## src/rtl/shift_pkg.sv

```systemverilog
// Shared definitions for the iterative shift/rotate engine.
// Mode codes, FSM state encoding and the effective-amount helper.
package shift_pkg;

    localparam logic [2:0] SHR  = 3'd0;
    localparam logic [2:0] SHRA = 3'd1;
    localparam logic [2:0] SHL  = 3'd2;
    localparam logic [2:0] ROR  = 3'd3;
    localparam logic [2:0] ROL  = 3'd4;

    typedef enum logic {
        IDLE = 1'b0,
        RUN  = 1'b1
    } state_t;

    // sat: the full amount is >= width; low: amount mod width.
    // Shifts saturate at width, rotates wrap, reserved codes do nothing.
    function automatic int unsigned eff_amount(
        input logic [2:0]  mode,
        input logic        sat,
        input int unsigned low,
        input int unsigned width
    );
        int unsigned eff;
        eff = 0;
        unique case (1'b1)
            (mode == ROR) || (mode == ROL):
                eff = low;
            (mode == SHR) || (mode == SHRA) || (mode == SHL):
                eff = sat ? width : low;
            default:
                eff = 0;
        endcase
        return eff;
    endfunction

endpackage

```

## src/rtl/shift_step.sv

```systemverilog
// One combinational shift/rotate step of 0..STEP bits.
// Ports: data/k/mode/fill in; result (shifted data), last (final bit out).
module shift_step
    import shift_pkg::*;
#(
    parameter int WIDTH = 32,
    parameter int STEP  = 1,
    parameter int KW    = $clog2(STEP + 1)
) (
    input  logic [WIDTH-1:0] data,
    input  logic [KW-1:0]    k,
    input  logic [2:0]       mode,
    input  logic             fill,
    output logic [WIDTH-1:0] result,
    output logic             last
);

    logic             rot;
    logic             left;
    logic [2*WIDTH:0] right_in;
    logic [2*WIDTH:0] left_in;
    logic [WIDTH:0]   right_lo;
    logic [WIDTH:0]   left_hi;

    // A guard bit below (right) or above (left) the data catches the
    // last bit moved out; it stays 0 when k is 0.
    always_comb begin
        rot      = (mode == ROR) || (mode == ROL);
        left     = (mode == SHL) || (mode == ROL);
        right_in = {(rot ? data : {WIDTH{fill}}), data, 1'b0};
        left_in  = {1'b0, data, (rot ? data : {WIDTH{1'b0}})};
        right_lo = (WIDTH + 1)'(right_in >> k);
        left_hi  = (WIDTH + 1)'((left_in << k) >> WIDTH);
        result   = right_lo[WIDTH:1];
        last     = right_lo[0];
        if (left) begin
            result = left_hi[WIDTH-1:0];
            last   = left_hi[WIDTH];
        end
    end

endmodule

```

## src/rtl/iter_shift_unit.sv

```systemverilog
// Multi-cycle shift/rotate engine (SHR, SHRA, SHL, ROR, ROL), STEP bits/cycle.
// Ports: clk, clr (sync reset), start, mode, operand, amount in;
// result, busy, done out; zero_flag, carry_out when SHIFT_FLAGS_EN is defined.
module iter_shift_unit
    import shift_pkg::*;
#(
    parameter int WIDTH = 32,
    parameter int STEP  = 1,
    parameter int AMT_W = $clog2(WIDTH)
) (
    input  logic             clk,
    input  logic             clr,
    input  logic             start,
    input  logic [2:0]       mode,
    input  logic [WIDTH-1:0] operand,
    input  logic [WIDTH-1:0] amount,
    output logic [WIDTH-1:0] result,
    output logic             busy,
    output logic             done
`ifdef SHIFT_FLAGS_EN
    ,
    output logic             zero_flag,
    output logic             carry_out
`endif
);

    localparam int KW = $clog2(STEP + 1);
    localparam int RW = AMT_W + 1;

    state_t           state_q, state_d;
    logic [WIDTH-1:0] work_q, work_d;
    logic [RW-1:0]    rem_q, rem_d;
    logic [2:0]       mode_q, mode_d;
    logic             fill_q, fill_d;
    logic [WIDTH-1:0] result_d;
    logic             busy_d, done_d;

    logic             sat;
    logic [RW-1:0]    cap_eff;
    logic [2:0]       cap_mode;
    logic [KW-1:0]    k;
    logic [WIDTH-1:0] step_out;
    logic             step_last;

    always_comb begin
        sat      = |amount[WIDTH-1:AMT_W];
        cap_eff  = RW'(eff_amount(mode, sat,
                        32'(amount[AMT_W-1:0]), WIDTH));
        // Reserved codes run as SHR; their eff is already 0.
        cap_mode = (mode <= ROL) ? mode : SHR;
        k        = (rem_q >= RW'(STEP)) ? KW'(STEP) : rem_q[KW-1:0];
    end

    shift_step #(
        .WIDTH (WIDTH),
        .STEP  (STEP)
    ) u_step (
        .data   (work_q),
        .k      (k),
        .mode   (mode_q),
        .fill   (fill_q),
        .result (step_out),
        .last   (step_last)
    );

    always_comb begin
        state_d  = state_q;
        work_d   = work_q;
        rem_d    = rem_q;
        mode_d   = mode_q;
        fill_d   = fill_q;
        result_d = result;
        busy_d   = busy;
        done_d   = 1'b0;
        unique case (state_q)
            IDLE: begin
                if (start) begin
                    work_d  = operand;
                    rem_d   = cap_eff;
                    mode_d  = cap_mode;
                    fill_d  = (mode == SHRA) & operand[WIDTH-1];
                    busy_d  = 1'b1;
                    state_d = RUN;
                end
            end
            RUN: begin
                if (rem_q == '0) begin
                    result_d = work_q;
                    done_d   = 1'b1;
                    busy_d   = 1'b0;
                    state_d  = IDLE;
                end else begin
                    work_d = step_out;
                    rem_d  = rem_q - RW'(k);
                end
            end
            default: state_d = IDLE;
        endcase
    end

    always_ff @(posedge clk) begin
        if (clr) begin
            state_q <= IDLE;
            work_q  <= '0;
            rem_q   <= '0;
            mode_q  <= SHR;
            fill_q  <= 1'b0;
            result  <= '0;
            busy    <= 1'b0;
            done    <= 1'b0;
        end else begin
            state_q <= state_d;
            work_q  <= work_d;
            rem_q   <= rem_d;
            mode_q  <= mode_d;
            fill_q  <= fill_d;
            result  <= result_d;
            busy    <= busy_d;
            done    <= done_d;
        end
    end

`ifdef SHIFT_FLAGS_EN
    // carry_q tracks the last bit moved out; cleared at capture so
    // an eff of 0 reports no carry.
    logic carry_q;

    always_ff @(posedge clk) begin
        if (clr) begin
            carry_q   <= 1'b0;
            zero_flag <= 1'b0;
            carry_out <= 1'b0;
        end else begin
            if (state_q == IDLE && start) begin
                carry_q <= 1'b0;
            end else if (state_q == RUN && rem_q != '0) begin
                carry_q <= step_last;
            end
            if (state_q == RUN && rem_q == '0) begin
                zero_flag <= (work_q == '0);
                carry_out <= carry_q;
            end
        end
    end
`else
    logic unused_step_last;
    assign unused_step_last = step_last;
`endif

endmodule

```

## config.mk

```make
export PLATFORM = sky130hd
export DESIGN_NAME = iter_shift_unit
export DESIGN_NICKNAME = d
export VERILOG_FILES = /design/src/rtl/shift_pkg.sv /design/src/rtl/shift_step.sv /design/src/rtl/iter_shift_unit.sv
export SDC_FILE = /design/constraint.sdc
export NUM_CORES = 1
export LEC_CHECK = 0
export CORE_MARGIN = 3
export CORE_UTILIZATION = 40
export DETAILED_ROUTE_END_ITERATION = 6
export PLACE_DENSITY_LB_ADDON = 0.15
export REMOVE_ABC_BUFFERS = 1
export SYNTH_ARGS = -nofsm -noshare
export SYNTH_HDL_FRONTEND = slang
export SYNTH_HIERARCHICAL = 1
export SYNTH_SLANG_ARGS = --single-unit
```

## constraint.sdc

```tcl
create_clock -name clk -period 4.9 [get_ports clk]
set_input_delay 1.47 -clock clk [delete_from_list [all_inputs] [get_ports clk]]
set_output_delay 1.47 -clock clk [all_outputs]
set_load 0.02 [all_outputs]
```

==> results_dict.tcl <==
set metrics [dict create \
    filler_cell_count 945 \
    hold_start "result[13]" \
    power-per-cell-area_nw_per_um2 334 \
    worstPathMaxFanout 5 \
    drv_cap 0 \
    setup_ws_ps 1780 \
    seq_area_um2 1540 \
    first_iter_violations 226 \
    grt_util_met2 0.309 \
    setup_tns_ps 0 \
    rsz0062_at_grt "no" \
    dp_hpwl_um 6870 \
    drt-pass1-iter-count 4 \
    clkTransAtPathRegs_ps 70 \
    slew_headroom 0.199 \
    met1_usage 0.248 \
    pre_cts_ws_ps 1420 \
    cts_max_path_buffers 2 \
    slowest_delay_ps 520 \
    clock_sinks 77 \
    clkLatencyLatePin_ps 350 \
    cts_tree "built" \
    status "finished clean" \
    path_class "input pin to flip-flop" \
    vias 4015 \
    fp.dieW_um 107 \
    startpoint "amount[26]" \
    die_area_um2 11500 \
    postCtsSetupBuffers 0 \
    synth.avg_cell_area_um2 7.81 \
    drv_slew 0 \
    fp-row-count 36 \
    yosysWarnings 6 \
    grt-ovfl-total 0 \
    worst_hold_path_type "flip-flop to flip-flop" \
    worst_ep_arrival_time_ps 3370 \
    antenna_found_initial 0 \
    ant_nets 0 \
    crit_slowest_cell "nor3_1" \
    final-setup-viol-count 0 \
    path_cells "clkdlybuf4s50_1 > nor4_1 > nand4_1 > nor3_1 > o211ai_1 > a311oi_1" \
    num_antenna_cells 0 \
    grt_max_degree 65 \
    cts_root_buf "clkbuf_8" \
    die_h_um 107 \
    syn_inst 527 \
    clock_skew_ps 8.21 \
    gp_congestion 0.745 \
    cp-end-kind "flip-flop" \
    worst_pin_slew_ps 1200 \
    period_minus_slack_ps 3120 \
    drc 0 \
    multi_input_area_um2 2320 \
    first_global_vias 3736 \
    start_kind "input pin" \
    rr_startpoint "state_q" \
    syn_to_final_growth_pct 29.4 \
    avgRoutedWirePerCell_um 14.4 \
    max_freq_mhz 321 \
    avgViaCountPerCell 5.44 \
    utilization 0.540 \
    post_cts_resized 0 \
    grtUsageTotal 0.189 \
    power.leakage_uw 0.00179 \
    final_layout_size_suffix_gt1_frac 0.0810 \
    hold_violations 0 \
    io_pins 104 \
    grt_util_met3 0.0324 \
    start_util 0.417 \
    total_power_uw 1780 \
    cts_buffers 9 \
    syn_area_um2 4110 \
    grt_pass1_wl_um 17700 \
    htreeDepth 3 \
    cts_hold_buf 0 \
    finalNetCount 673 \
    fp.coreArea_um2 9860 \
    fin_crit_sh 0.636 \
    top_usage_layer "met2" \
    required_ps 5150 \
    irDropWorstVdd_uv 120 \
    wirelength_um 10600 \
    io_buffers 103 \
]
final cells by class:
cell class                 count  share of cell area
multi-input combinational    398               0.436
sequential                    77               0.290
timing repair buffer         110               0.205
tap                          133              0.0313
clock buffer                  12              0.0273
clock inverter                 2             0.00658
inverter                       6             0.00423
state kept, by name (all words and copies together) (netlist names):
register and flops:
state_q 1, work_q 32, busy 1, done 1, rem_q 6, result 32, mode_q 3, fill_q 1
stage by stage:
stage | instances | hold WS (ps) | area (um^2)
3_3_place_gp | 724 | 442 | 5140
2_1_floorplan | 481 | 435 | 3870
3_5_place_dp | 724 | 447 | 5140
6_report | 738 | 455 | 5320
4_1_cts | 738 | 458 | 5320
5_1_grt | 738 | 483 | 5320
cells in the final DEF, fill, tap and decap left out, types with 6 or more instances in the layout:
master	count
clkdlybuf4s50_1	102
nor2_1	77
nand2_1	76
dfxtp_1	76
a21oi_1	39
o21ai_0	36
nand3_1	32
mux2i_1	32
a31oi_1	30
a211oi_2	20
a211oi_1	16
clkbuf_8	10
nor4_1	6
buf_4	6
final timing paths:
| check | endpoint | slack [ps] | cells after the start |
|---|---|---|---|
| worst min register to register | result[13] | 450 | 2 |
| worst max-delay path | rem_q[4] | 1780 | 6 |
| worst max register to register | result[27] | 2000 | 5 |
| worst min-delay path | result[13] | 450 | 2 |
where the power goes:
part / internal (uW) / switching, uW
combinational: 251 / 288
clock: 243 / 218
sequential: 691 / 87.7
worst max-delay path: cells and delay by family:
family | cells | cell delay (ps)
compound gates | 2 | 470
buf+inv | 1 | 420
simple gates | 3 | 1000
routing by layer:
| metal | part of all wire | wire (um) | up-vias |
|---|---|---|---|
| li1 | - | - | 2023 |
| met1 | 0.46 | 4870 | 1872 |
| met3 | 0.056 | 598 | 10 |
| met4 | 0.013 | 138 | 0 |
| met5 | 0 | 0 | - |
| met2 | 0.47 | 4990 | 110 |
(Power assumes the default switching activity.)
